[src/rtl/quad_encoder_emulator.sv]
// quad_encoder_emulator: quadrature A/B(/Z) generator driven by a step handshake with programmable dwell.
// Define QUAD_ENC_EMU_INDEX_EN to enable the revolution counter and index output o_z.
module quad_encoder_emulator #(
  parameter int POS_W          = 32,
  parameter int PER_W          = 16,
  parameter int COUNTS_PER_REV = 2048
) (
  input  logic             i_clk,
  input  logic             i_rst,
  input  logic             i_step_valid,
  output logic             o_step_ready,
  input  logic             i_step_dir,
  input  logic             i_polarity,
  input  logic [PER_W-1:0] i_min_period,
  output logic             o_a,
  output logic             o_b,
  output logic             o_z,
  output logic [POS_W-1:0] o_position,
  output logic             o_busy
);
  typedef enum logic {IDLE, DWELL} state_t;
  state_t state_q, state_d;
  logic [1:0] p_q, p_d, ab_q, ab_d;
  logic [POS_W-1:0] pos_q, pos_d;
  logic [PER_W-1:0] cnt_q, cnt_d, per;
  logic acc, eff;
  if (COUNTS_PER_REV < 4) begin : g_bad_cpr
    $error("COUNTS_PER_REV must be >= 4");
  end
  assign eff = i_step_dir ^ i_polarity;
  assign acc = i_step_valid && (state_q == IDLE);
  assign per = (i_min_period == '0) ? PER_W'(1) : i_min_period;
  always_comb begin
    state_d = state_q;
    cnt_d   = cnt_q;
    p_d     = p_q;
    pos_d   = pos_q;
    if (state_q == DWELL) begin
      if (cnt_q == '0) state_d = IDLE;
      else cnt_d = cnt_q - PER_W'(1);
    end else if (acc) begin
      p_d   = eff ? p_q - 2'd1 : p_q + 2'd1;
      pos_d = eff ? pos_q - POS_W'(1) : pos_q + POS_W'(1);
      if (per > PER_W'(1)) begin
        state_d = DWELL;
        cnt_d   = per - PER_W'(2);
      end
    end
  end
  // Gray-code A/B is registered from the next phase so each output is a flop.
  assign ab_d = {p_d[1] ^ p_d[0], p_d[1]};
  always_ff @(posedge i_clk or posedge i_rst) begin
    if (i_rst) begin
      state_q <= IDLE;
      cnt_q   <= '0;
      p_q     <= '0;
      ab_q    <= '0;
      pos_q   <= '0;
    end else begin
      state_q <= state_d;
      cnt_q   <= cnt_d;
      p_q     <= p_d;
      ab_q    <= ab_d;
      pos_q   <= pos_d;
    end
  end
`ifdef QUAD_ENC_EMU_INDEX_EN
  localparam int R_W = $clog2(COUNTS_PER_REV);
  localparam logic [R_W-1:0] R_MAX = R_W'(COUNTS_PER_REV - 1);
  logic [R_W-1:0] r_q, r_d;
  logic z_q;
  always_comb begin
    r_d = r_q;
    if (acc) r_d = eff ? ((r_q == '0) ? R_MAX : r_q - R_W'(1))
                       : ((r_q == R_MAX) ? '0 : r_q + R_W'(1));
  end
  always_ff @(posedge i_clk or posedge i_rst) begin
    if (i_rst) begin
      r_q <= '0;
      z_q <= 1'b1;
    end else begin
      r_q <= r_d;
      z_q <= (r_d == '0);
    end
  end
  assign o_z = z_q;
`else
  assign o_z = 1'b0;
`endif
  assign o_a          = ab_q[1];
  assign o_b          = ab_q[0];
  assign o_position   = pos_q;
  assign o_step_ready = (state_q == IDLE);
  assign o_busy       = (state_q == DWELL);
endmodule

[config.mk]
export PLATFORM = sky130hd
export DESIGN_NAME = quad_encoder_emulator
export DESIGN_NICKNAME = d
export VERILOG_FILES = /design/src/rtl/quad_encoder_emulator.sv
export SDC_FILE = /design/constraint.sdc
export NUM_CORES = 1
export LEC_CHECK = 0
export ABC_AREA = 1
export CAP_MARGIN = 20
export CELL_PAD_IN_SITES_DETAIL_PLACEMENT = 0
export CELL_PAD_IN_SITES_GLOBAL_PLACEMENT = 1
export CORE_ASPECT_RATIO = 1.75
export CORE_MARGIN = 2
export CORE_UTILIZATION = 36
export DETAILED_ROUTE_END_ITERATION = 6
export HOLD_SLACK_MARGIN = 0.1
export PLACE_DENSITY = 0.82
export SLEW_MARGIN = 20
export SYNTH_ARGS = -nofsm -noshare
export SYNTH_HDL_FRONTEND = slang
export SYNTH_SLANG_ARGS = --single-unit
[constraint.sdc]
create_clock -name i_clk -period 1.7 [get_ports i_clk]
set_input_delay 0.255 -clock i_clk [delete_from_list [all_inputs] [get_ports i_clk]]
set_output_delay 0.255 -clock i_clk [all_outputs]
set_load 0.02 [all_outputs]
# Yosys cells after proc, flatten, opt, wreduce, memory -nomap -nowiden
# Cells that the tools add are included.
classes:
  add_sub_neg: 6
  order_cmp: 1
  n_eq_ne: 1
  mux: 13
  bitwise_logic: 3
  n_reduce_logical: 7
op_table:
  columns: ["op", "n"]
  rows:
  - ["16-bit two-way mux", 5]
  - ["32-bit by 1-bit adder with 32-bit output, second input constant", 1]
  - ["16-bit logical NOT", 2]
  - ["32-bit two-way mux", 1]
  - ["32-bit by 1-bit subtractor with 32-bit output, second input constant", 1]
  - ["16-bit by 1-bit > comparator with 1-bit output, second input constant", 1]
  - ["16-bit by 1-bit subtractor with 16-bit output, second input constant", 1]
  - ["16-bit by 2-bit subtractor with 16-bit output, second input constant", 1]
  - ["2-bit two-way mux", 3]
  - ["1-bit two-way mux", 4]
  - ["2-bit nonzero test", 2]
  - ["3-bit AND reduction", 1]
  - ["2-bit by 1-bit adder with 2-bit output, second input constant", 1]
  - ["2-bit != test, second input constant", 1]
  - ["2-bit AND reduction", 1]
  - ["2-bit by 1-bit subtractor with 2-bit output, second input constant", 1]
  - ["1-bit XOR", 2]
  - ["1-bit logical AND", 1]
  - ["1-bit NOT", 1]
totals:
  regBits: 53
  inputBits: 21
  output_inout_bits: 37
  word_cells: 36

# Logic depth before layout (Yosys ltp)
logic_depth:
  word_depth: 6
  depth_mapped: 14
  depth_no_buf: 14

# Worst setup path after synthesis
# OpenSTA, ideal clock, no wires.
synth_path:
  path_type: "input -> register"
  startpoint: "input i_polarity"
  endpoint: "register pos_q[13], in the netlist o_position[13]"
  setup_time_ns: 0.117
  arrival_time_ns: 3.002
  required_ns: 1.583
  path_slack_ns: -1.419
  stages: 11
  n_path_buf: 0
  cell_sequence: "xor2_1 -> ha_1 -> nand2_2 -> inv_1 -> nand2_1 -> nand2_1 -> a21oi_1 -> nand2_2 -> or2_2 -> nand3_1 -> nand2_1"
synth_via:
  elab_chain_cells: 2
synth_lines:
  columns: ["element", "line", "text"]
  rows:
  - ["start: declaration", "13", "input logic i_polarity,"]
  - ["1-bit XOR", "30", "assign eff = i_step_dir ^ i_polarity;"]
  - ["32-bit two-way mux", "43", "pos_d = eff ? pos_q - POS_W'(1) : pos_q + POS_W'(1);"]
  - ["end signal: assignment", "64", "pos_q <= pos_d;"]
  - ["end: declaration", "24", "logic [POS_W-1:0] pos_q, pos_d;"]
# Every way passes these cells.
# A chain may end at the register's enable or synchronous reset.

# Final worst setup path
layout_path:
  startpoint: "input i_polarity"
  endpoint: "register pos_q[28], in the netlist o_position[28]"
# Same word-level chain as after synthesis.

==> reports/results.env <==
IOS=58
POSTROUTEANTENNANETS=0
GLOBAL_ROUTE.USAGE.TOTAL_PCT=26.3
SYNTH.MUX.AREA_FRACTION_PCT=0
CLOCK.FMAX_GHz=0.497
CRIT_PATH_END_KIND='flop'
CTS_NUM_SINKS=52
GRT_PASS1_WL_UM=31000
POWER_DENSITY_mW_PER_MM2=410
POST_SYNTH_FA_HA_MAJ_AREA_FRACTION_PCT=8.25
WORST-ENDPOINT-ARRIVAL_NS=2.21
FINAL.FILL_COUNT=1202
DIE_W_UM=94.0
DRT-PASS1-ITER-COUNT=4
INITIAL_ANTENNA_VIOLATION_COUNT=0
SYNTHCELLS=853
SHARE_OF_THE_SYNTHESIZED_NETLIST_AREA_TAKEN_BY_XOR_AND_XNOR_GATES_PCT=3.95
FINALMAXSLEWVIOLATIONS=0
ROUTED_WIRE_LENGTH_PER_INSTANCE_UM=16.0
DRT-VIAS-PER-INSTANCE=4.99
POST_SYNTH_AND_OR_NAND_NOR_AREA_FRACTION_PCT=41.8
WORST_HOLD_PATH_TYPE='primary input to asynchronous set/reset pin'
PATH_MAX_FANOUT=6
CRITICAL_SETUP_PATH_KIND='primary input to flop'
SYNTH_LARGEST_TYPE_AREA_FRACTION_PCT=25.5
CLOCK_TREE_FROM_TRITONCTS='yes'
SYNTH_AREA_LEADERS='sky130_fd_sc_hd__dfrtp_1, sky130_fd_sc_hd__nand2_1, sky130_fd_sc_hd__inv_1, sky130_fd_sc_hd__ha_1, sky130_fd_sc_hd__nor2_1'
MAX_CAP_VIOL_COUNT=0
IO_BUFFERS=56
ASYNC_FLOP_SHARE_PCT=100
OUTCOME='complete, but fails checks'
GRT_SETUP_UNREPAIRED='true'
ROUTABILITYCONGESTION=1.05
DETAILROUTE.VIA_COUNT=6259
FINAL_NET_COUNT=1130
WORST-R2R-SETUP-SLACK_NS=-0.25
FINAL_MIN_PERIOD_OVER_CLOCK_PERIOD_PCT=118
STARTPOINT_TYPE='primary input'
SYNTH_AREA_PER_CELL_UM2=5.98
INITIAL_CORE_UTIL_PCT=36.9
FINALPOWER_mW=3.69
OVERFLOW=0
FINAL_LAYOUT_SIZE_SUFFIX_GT1_SHARE_PCT=41.3
NETLIST-CELL-TYPE-COUNT=38
HOLD_VIOL=0
SUM_OF_NET_HALF_PERIMETERS_AFTER_DETAILED_PLACEMENT_UM=13600
VIOLATIONS='setup timing'
SYNTH-MAIN-FF-CELL='sky130_fd_sc_hd__dfrtp_1'
GRT_PASS1_VIAS=6561
CTS_INSERTED_BUFFERS=5
PERIOD_NEEDED_NS=2.01
MAPPEDNETLISTAREA_MM2=0.00510
DIE-HEIGHT_UM=161
FLIP_FLOP_AND_LATCH_COUNT_AFTER_SYNTHESIS=52
POWER.LEAKAGE_nW=5.00
PEAKVDDDROP_uV=544
DIODES=0
DRT_ITER0_DRC=248
YOSYSSEQAREASHARE_PCT=25.5
FINAL_CRITICAL_PATH_SETUP_SLACK_NS=-0.313
AREA_DELTA_SYNTH_FINAL_PCT=76.6
SYNTH_TOP_FAMILY_BY_AREA='simple AND/OR/NAND/NOR gates'
FIN_WORST_SKEW_NS=0.00798
ROUTE.FINAL.WIRE_LENGTH_UM=20000
ROWS=57
PLACE_WS_NS=-1.25
CLOCK_INSERTION_DELAY_WORST_SKEW_NS=0.30
COMPLEX_GATE_FRACTION_OF_THE_SYNTHESIZED_AREA_PCT=8.25
SYNTH_ENABLE_FLOP_CELLS=0
CORE_AREA_MM2=0.0138
CLKSLEWWORSTSETUPHOLDPATHS_NS=0.07
CTSROOTBUFFERMASTER='sky130_fd_sc_hd__clkbuf_16'
YOSYS_WARNINGS=0
CTS.HTREE.LEVELS=2
PIN_COUNT_OF_THE_BIGGEST_NET_ENTERING_GLOBAL_ROUTING=45
TIMING.CRITICAL_PATH.REQUIRED_NS=1.89
SYNTHESIZED_NETLIST_NET_COUNT=907
SYNTH.LARGEST_AREA_CELL='sky130_fd_sc_hd__dfrtp_1'
FINAL_REPORT_SETUP_VIOLATION_COUNT=27
DIE_AREA_MM2=0.0152
DRC=0
CLK_PATH_BUF_DEPTH=2
[final timing paths]
kind / cells after the start / end / startpoint
worst max-delay path: 15 / o_position[28] / i_polarity
worst min-delay path: 2 / p_q[0] / i_rst
worst max register to register: 11 / o_position[28] / o_position[8]
worst min register to register: 2 / o_position[31] / o_position[31]
max in group asynchronous: 3 / o_position[18] / i_rst
min in group i_clk: 2 / o_position[31] / o_position[31]
[where the power goes]
part	switching, mW	leakage [nW]	internal, mW	total [mW]
Clock	0.511	0.0815	0.703	1.21
Sequential	0	0.644	1.24	1.24
Combinational	0.631	4.28	0.612	1.24
Total	1.14	5.00	2.55	3.69
[cells in the mapped netlist (2+ instances only)]
library cell / number
sky130_fd_sc_hd__or2_2: 2
sky130_fd_sc_hd__nor2_2: 7
sky130_fd_sc_hd__xor2_1: 8
sky130_fd_sc_hd__inv_2: 2
sky130_fd_sc_hd__a21oi_1: 28
sky130_fd_sc_hd__nand3_1: 63
sky130_fd_sc_hd__a21o_1: 2
sky130_fd_sc_hd__or2_1: 3
sky130_fd_sc_hd__nor3_1: 6
sky130_fd_sc_hd__nand3_2: 2
sky130_fd_sc_hd__xnor2_1: 15
sky130_fd_sc_hd__o21ai_1: 7
sky130_fd_sc_hd__nand2_1: 317
sky130_fd_sc_hd__buf_6: 3
sky130_fd_sc_hd__a31oi_1: 9
sky130_fd_sc_hd__o31ai_1: 2
sky130_fd_sc_hd__o211ai_1: 2
sky130_fd_sc_hd__inv_1: 140
sky130_fd_sc_hd__clkbuf_1: 4
sky130_fd_sc_hd__nor2_1: 88
sky130_fd_sc_hd__dfrtp_1: 52
sky130_fd_sc_hd__nand4_1: 7
sky130_fd_sc_hd__ha_1: 32
sky130_fd_sc_hd__nand3b_1: 5
sky130_fd_sc_hd__buf_2: 5
sky130_fd_sc_hd__nand2_2: 9
sky130_fd_sc_hd__o21ai_0: 22
[cell usage in the layout, fill, tap and decap left out, drive strengths merged, types with 15 or more instances in the layout]
cell             n
buf            175
dlymetal6s2s    20
dfrtp           52
inv            144
o21ai           30
nand2          327
nand3           65
xnor2           15
a21oi           28
clkdlybuf4s50   24
ha              32
nor2            96
[flip-flops by register name, summed over array words and instances (netlist names)]
| name | flops |
|---|---|
| p_q | 1 |
| o_busy | 1 |
| o_position | 32 |
| cnt_q | 16 |
| ab_q | 2 |
[critical path: stages]
cell and delay (ns):
sky130_fd_sc_hd__buf_8 0.10, sky130_fd_sc_hd__xor2_4 0.20, sky130_fd_sc_hd__buf_12 0.17, sky130_fd_sc_hd__buf_12 0.13, sky130_fd_sc_hd__ha_4 0.30, sky130_fd_sc_hd__nand2_4 0.08
sky130_fd_sc_hd__buf_6 0.12, sky130_fd_sc_hd__nor2_4 0.22, sky130_fd_sc_hd__nand3_2 0.13, sky130_fd_sc_hd__nand3_4 0.15, sky130_fd_sc_hd__nand3_4 0.10, sky130_fd_sc_hd__nand2_2 0.07
sky130_fd_sc_hd__nand2_2 0.05, sky130_fd_sc_hd__nand3_2 0.06, sky130_fd_sc_hd__nand2_1 0.05
[repair_timing]
action	4_1_cts	5_1_grt
cloned	5	0
hold buffers	0	0
resized for setup	273	125
setup endpoints to repair	52	64
setup buffers	19	11
pin swaps	98	66
endpoints found under the hold margin	0	0
[layer usage]
layer | wire [µm] | global-route usage [%] | up-vias | part of all wire, %
met5 | 0 | 0 | - | 0
met4 | 1650 | 20.4 | 0 | 8.2
met3 | 596 | 2.52 | 96 | 3.0
met2 | 11400 | 51.7 | 179 | 57
met1 | 6390 | 23.3 | 2884 | 32
li1 | - | - | 3100 | -
[layout make-up]
cell class	instances	area (µm²)	share of cell area [%]
Timing Repair Buffer	229	2210	24.5
Tap cell	177	221	2.46
Sequential cell	52	1300	14.5
Inverter	143	542	6.02
Clock inverter	2	38.8	0.431
Clock buffer	6	129	1.43
Multi-Input combinational cell	645	4560	50.7
[metrics by stage]
stage               hold slack (ns)  area [µm²]  std cells  TNS [ns]  util, %
global placement              0.513        6980       1219    -30.58     50.4
finish                        0.205        9000       1254     -5.16     65.1
floorplan                     0.449        5120        853     -9.58        -
detailed placement            0.516        6980       1219    -31.03     50.4
global route                  0.233        9000       1254     -7.71     65.1
CTS                           0.209        8540       1249     -4.81     61.7
[logic make-up (layout without fill, tap and decap cells)]
group	Yosys count	in the layout
simple gates	512	512
fa+ha+maj	33	33
flops	52	52
other cells	1	1
compound gates	76	76
xor+xnor	23	23
buf+inv	156	380
No activity file was read; power rests on OpenSTA's default activity.
